**config.mk**
```make
export PLATFORM = sky130hd
export DESIGN_NAME = sr_cmd_conditioner
export DESIGN_NICKNAME = d
export VERILOG_FILES = /design/src/rtl/sr_cmd_conditioner.sv
export SDC_FILE = /design/constraint.sdc
export NUM_CORES = 1
export LEC_CHECK = 0
export ABC_CLOCK_PERIOD_IN_PS = 3200
export CAP_MARGIN = 30
export CORE_MARGIN = 2
export CORE_UTILIZATION = 38
export DETAILED_ROUTE_END_ITERATION = 6
export DONT_BUFFER_PORTS = 1
export PLACE_DENSITY_LB_ADDON = 0.2
export SYNTH_ARGS = -nofsm -noshare
export SYNTH_HDL_FRONTEND = slang
export SYNTH_SLANG_ARGS = --single-unit
```
**constraint.sdc**
```tcl
create_clock -name clk -period 3.2 [get_ports clk]
set_input_delay 0.96 -clock clk [delete_from_list [all_inputs] [get_ports clk]]
set_output_delay 0.96 -clock clk [all_outputs]
set_load 0.01 [all_outputs]
```
**src/rtl/sr_cmd_conditioner.sv**
```systemverilog
// sr_cmd_conditioner: synchronises, debounces and arbitrates two raw
// push-button inputs into clean one-cycle S/R commands for the SR flip-flop.
// A simultaneous or overlapping request is reported on 'conflict' and dropped,
// so S and R are never high together.
// Optional macro SR_CMD_DB_BYPASS_EN: removes the debounce counters, so each
// debounced level simply follows its synchronised input.
module sr_cmd_conditioner #(
    parameter int DB_LIMIT = 16,
    parameter int CNT_W    = 8
) (
    input  logic clk,
    input  logic rst,
    input  logic btn_set,
    input  logic btn_rst,
    output logic s_pulse,
    output logic r_pulse,
    output logic set_lvl,
    output logic rst_lvl,
    output logic conflict
);

    typedef enum logic [1:0] {
        IDLE     = 2'd0,
        SET_HELD = 2'd1,
        RST_HELD = 2'd2
    } state_t;

    logic [1:0] set_sync_q;
    logic [1:0] rst_sync_q;
    logic       sync_set;
    logic       sync_rst;

    logic       set_prev;
    logic       rst_prev;
    logic       set_rise;
    logic       rst_rise;

    state_t     state;
    state_t     state_next;
    logic       s_next;
    logic       r_next;
    logic       conf_next;

    // Two-flop synchronisers bring the asynchronous buttons into the clk domain
    always_ff @(posedge clk) begin
        if (rst) begin
            set_sync_q <= 2'b00;
            rst_sync_q <= 2'b00;
        end else begin
            set_sync_q <= {set_sync_q[0], btn_set};
            rst_sync_q <= {rst_sync_q[0], btn_rst};
        end
    end

    assign sync_set = set_sync_q[1];
    assign sync_rst = rst_sync_q[1];

`ifdef SR_CMD_DB_BYPASS_EN

    // Bypass build: the levels follow the synchronised inputs with no filtering
    always_ff @(posedge clk) begin
        if (rst) begin
            set_lvl <= 1'b0;
            rst_lvl <= 1'b0;
        end else begin
            set_lvl <= sync_set;
            rst_lvl <= sync_rst;
        end
    end

`else

    localparam logic [CNT_W-1:0] CNT_LAST = CNT_W'(DB_LIMIT - 1);

    logic [CNT_W-1:0] set_cnt;
    logic [CNT_W-1:0] rst_cnt;

    // Debounce: a level only changes after DB_LIMIT consecutive differing samples
    always_ff @(posedge clk) begin
        if (rst) begin
            set_cnt <= '0;
            rst_cnt <= '0;
            set_lvl <= 1'b0;
            rst_lvl <= 1'b0;
        end else begin
            if (sync_set == set_lvl) begin
                set_cnt <= '0;
            end else if (set_cnt == CNT_LAST) begin
                set_lvl <= sync_set;
                set_cnt <= '0;
            end else begin
                set_cnt <= set_cnt + 1'b1;
            end

            if (sync_rst == rst_lvl) begin
                rst_cnt <= '0;
            end else if (rst_cnt == CNT_LAST) begin
                rst_lvl <= sync_rst;
                rst_cnt <= '0;
            end else begin
                rst_cnt <= rst_cnt + 1'b1;
            end
        end
    end

`endif

    assign set_rise = set_lvl & ~set_prev;
    assign rst_rise = rst_lvl & ~rst_prev;

    // Arbitration: a rise fires a pulse only when the other side is idle
    always_comb begin
        state_next = state;
        s_next     = 1'b0;
        r_next     = 1'b0;
        conf_next  = 1'b0;
        case (state)
            IDLE: begin
                if (set_rise && rst_rise) begin
                    conf_next = 1'b1;
                end else if (set_rise) begin
                    s_next     = 1'b1;
                    state_next = SET_HELD;
                end else if (rst_rise) begin
                    r_next     = 1'b1;
                    state_next = RST_HELD;
                end
            end
            SET_HELD: begin
                if (rst_rise) begin
                    conf_next = 1'b1;
                end
                if (!set_lvl) begin
                    state_next = IDLE;
                end
            end
            RST_HELD: begin
                if (set_rise) begin
                    conf_next = 1'b1;
                end
                if (!rst_lvl) begin
                    state_next = IDLE;
                end
            end
            default: begin
                state_next = IDLE;
            end
        endcase
    end

    // State, edge-history and registered command outputs
    always_ff @(posedge clk) begin
        if (rst) begin
            state    <= IDLE;
            set_prev <= 1'b0;
            rst_prev <= 1'b0;
            s_pulse  <= 1'b0;
            r_pulse  <= 1'b0;
            conflict <= 1'b0;
        end else begin
            state    <= state_next;
            set_prev <= set_lvl;
            rst_prev <= rst_lvl;
            s_pulse  <= s_next;
            r_pulse  <= r_next;
            conflict <= conf_next;
        end
    end

endmodule

```
Yosys cells after proc, flatten, opt, wreduce, memory -nomap -nowiden
Cells that the tools add are included.
{ "op_classes": {"add_sub_neg": 2, "n_eq_ne": 10, "mux": 10, "bitwise_logic": 7, "reduce_logical": 9} }
{ "ops": {"columns": ["operator", "count"], "rows": [
  ["$add 8x1->8 const B", 2],
  ["$eq 8x4->1 const B", 2],
  ["$mux 2", 5],
  ["$reduce_or 3->1", 3],
  ["$ne 2x2->1 const B", 3],
  ["$pmux 2 s3", 1],
  ["$not 1->1", 5],
  ["$reduce_and 2->1", 2],
  ["$reduce_and 4->1", 1],
  ["$reduce_or 4->1", 1],
  ["$mux 1", 3],
  ["$ne 3x3->1 const B", 1],
  ["$pmux 1 s3", 1],
  ["$and 1x1->1", 2],
  ["$eq 1x1->1", 2],
  ["$eq 2x1->1 const B", 1],
  ["$eq 2x2->1 const B", 1],
  ["$logic_not 2->1", 1],
  ["$logic_and 1x1->1", 1]
]} }
{ "word_totals": {"register_bits": 29, "inputBits": 4, "output_inout_bits": 5, "word_cells": 50} }

Longest topological paths before layout
{ "logic_depth": {"ltp_word": 6, "mapped_depth": 4, "mapped_depth_nobuf": 4} }

Worst setup path after synthesis
OpenSTA, ideal clock, no wires.
{ "synth_path": {"kind": "input port to flip-flop", "from": "in rst", "to": "reg rst_cnt[3]", "setup_ps": 91, "arrival_ps": 1422, "required_time_ps": 3109, "setup_slack_ps": 1687, "stages": 4, "cell_sequence": "buf_6 > inv_1 > nand2_1 > a311oi_1"} }
{ "synth_via": {"elab_chain_len": 1} }
{ "synth_lines": {"columns": ["element", "line_no", "text"], "rows": [
  ["start, declared", "12", "input logic rst,"],
  ["$reduce_or 3->1 (no line)", null, null],
  ["end signal, assigned", "101", "rst_cnt <= rst_cnt + 1'b1;"],
  ["end, declared", "76", "logic [CNT_W-1:0] rst_cnt;"]
]} }
No other way between the ends.
A chain may end at the register's enable or synchronous reset.

Worst setup path in the final report
{ "layout_path": {"from": "reg rst_lvl", "to": "out rst_lvl"} }
{ "layout_rtl": {"columns": ["element", "line_no", "text"], "rows": [
  ["start, declared", "18", "output logic rst_lvl,"],
  ["start signal, assigned", "98", "rst_lvl <= sync_rst;"]
]} }
No word-level cell between the ends.

==> metrics <==
core area 0.00276 sq mm; H-Tree Level Count 2; Hold-fix buffers, CTS 0; CP arrival 780 ps; Startpoint Class flop; clock tree buffer depth 2; Layout Skew between 6 and 7 ps; status finished clean; Syn Area/Cell 9.33 sq um; worst slew pin tran about 420 ps; distinct cell type count after synthesis 28; fraction of layout cells with a size suffix above 1 0.0794; Final period util 0.543; die width 58.0 um; Starting Density 0.402; GPL Wtd Cong 0.742; endpoints failing setup 0; Max IR drop VDD 0.000318 V; DR pass1 iterations 3; crit end category output port; Pwr Density between 500 and 600 mW/mm^2; Post-Syn Area 0.00111 sq mm; Hold WC Path Type flop to flop; vias per cell 5.31; die area 0.00337 sq mm; Slew Limit Headroom 0.719; worst-path fanout max 5; Setup CP Type flop to output port; Gates resized, CTS repair 0; max frequency 575 MHz; total CTS buffers 5; Vias 834; largest net degree at the start of global routing 11; vias in the first global route 789; 1st-iter DRT viols 29; fin crit period roughly 1700 ps; Final Hold Fails 0; die height 58.0 um; Site Rows 19; Leak Pwr 0.431 nW; total routed wirelength ~1900 um; gr ovfl total 0; GRT Total Usage 0.138; Post-DRT Antenna Nets 0; Post-Syn Nets 125; RSZ-0062 raised after global routing no; post-synthesis sequential area ratio 0.523; TritonCTS clock tree yes; Port Buffers 0; CTS clock-pin slew for the worst setup and hold paths roughly 90 ps; nets ~130; TritonCTS sink count 29; postcts setup bufs 0; global-route wire length before repair 3330 um; ANT cells 0; final design utilization 0.443; max-cap violation count 0; drt drc 0; clock latency on the worst-skew pair 330 ps; Sum Neg Setup Slack 0 ps; I/O pin cnt 9; Syn Inst Count 119; Seq cells post-synth 29; CP required roughly 2200 ps; Root Driver clkbuf_4; post-DR wirelength/cell between 10 and 15 um; HPWL Detailed around 1400 um; total number of yosys warnings 0; Final Slew Violations 0; initial antenna violation count 0; Area growth, synth to finish 10.1%
==> area by class of cell <==
cell class,instances,area [sq um]
tap,31,38.8
clock buffer,7,55.1
inverter,8,30.0
clock inverter,1,30.0
sequential,29,581
multi-input combinational,81,488
fill,288,1540
==> flip-flops by register name, indices dropped and copies added (netlist names) <==
signal	flops
set_lvl	1
set_cnt	8
rst_cnt	8
rst_prev	1
state	2
s_pulse	1
rst_lvl	1
rst_sync_q	2
r_pulse	1
set_prev	1
set_sync_q	2
conflict	1
==> cells by family after synthesis <==
| logic type | share of synthesized area |
|---|---|
| flip-flops | 0.523 |
| buffers and inverters | 0.0372 |
| adder cells (fa/ha/maj) | 0.0225 |
| AND/OR/NAND/NOR | 0.236 |
| AO/OA/AOI/OAI | 0.142 |
| XOR/XNOR | 0.0395 |
==> cells in the mapped netlist (all sizes together) <==
cell type / number / area, sq um
or3: 9 / 57.6
dfxtp: 29 / 581
o21ai: 9 / 45.0
xnor2: 2 / 17.5
nor3: 1 / 5.00
nor2: 9 / 33.8
xor2: 3 / 26.3
nand4: 2 / 12.5
and3: 1 / 6.26
a31oi: 1 / 6.26
or4: 2 / 22.5
a311oi: 1 / 8.76
a22o: 1 / 8.76
o211ai: 2 / 15.0
a21oi: 10 / 50.1
nand3: 5 / 25.0
and3b: 1 / 8.76
buf: 1 / 11.3
o211a: 1 / 10.0
nor2b: 8 / 50.1
a211oi: 1 / 7.51
nand3b: 1 / 7.51
nor4: 1 / 6.26
ha: 2 / 25.0
o22ai: 1 / 6.26
nand2: 7 / 26.3
inv: 8 / 30.0
==> metal layers <==
layer  up-vias  wire length (um)  GRT usage
li1        430                 -          -
met1       383               826      0.147
met2        14               901      0.213
met3         7               116     0.0603
met4         0                54      0.110
met5         -                 0          0
==> worst paths after layout <==
kind	startpoint	to	slack [ps]	depth (start not counted)
max	rst_lvl	rst_lvl	1460	0
max reg2reg	set_cnt[4]	set_cnt[3]	1720	3
min reg2reg	rst_prev	r_pulse	440	1
min	rst_prev	r_pulse	440	1
==> cells in the final DEF, fill, tap and decap left out, types with 2 or more instances in the layout <==
cell type,count
a21oi_1,10
clkbuf_4,5
dfxtp_1,29
ha_1,2
inv_1,8
nand2_1,7
nand3_1,5
nand4_1,2
nor2_1,9
nor2b_1,8
o211ai_1,2
o21ai_0,9
or3_1,8
or4_4,2
xnor2_1,2
xor2_1,3
==> through the flow <==
stage	area [sq um]	hold slack [ps]	cells	total power [mW]	worst slack, ps
after floorplan	1110	414	119	0.381	1690
after global placement	1140	424	149	0.380	1710
final	1220	439	157	0.685	1460
after CTS	1220	445	157	0.695	1440
after detailed placement	1140	426	149	0.381	1700
after global routing	1220	463	157	0.711	1410
==> power by group <==
group | leakage [nW] | internal (mW) | switching (mW) | total [mW]
clock network | 0.0455 | 0.186 | 0.127 | 0.313
logic | 0.151 | 0.00274 | 0.00383 | 0.00657
registers | 0.235 | 0.364 | 0.00175 | 0.365
No activity file was read; power rests on OpenSTA's default activity.
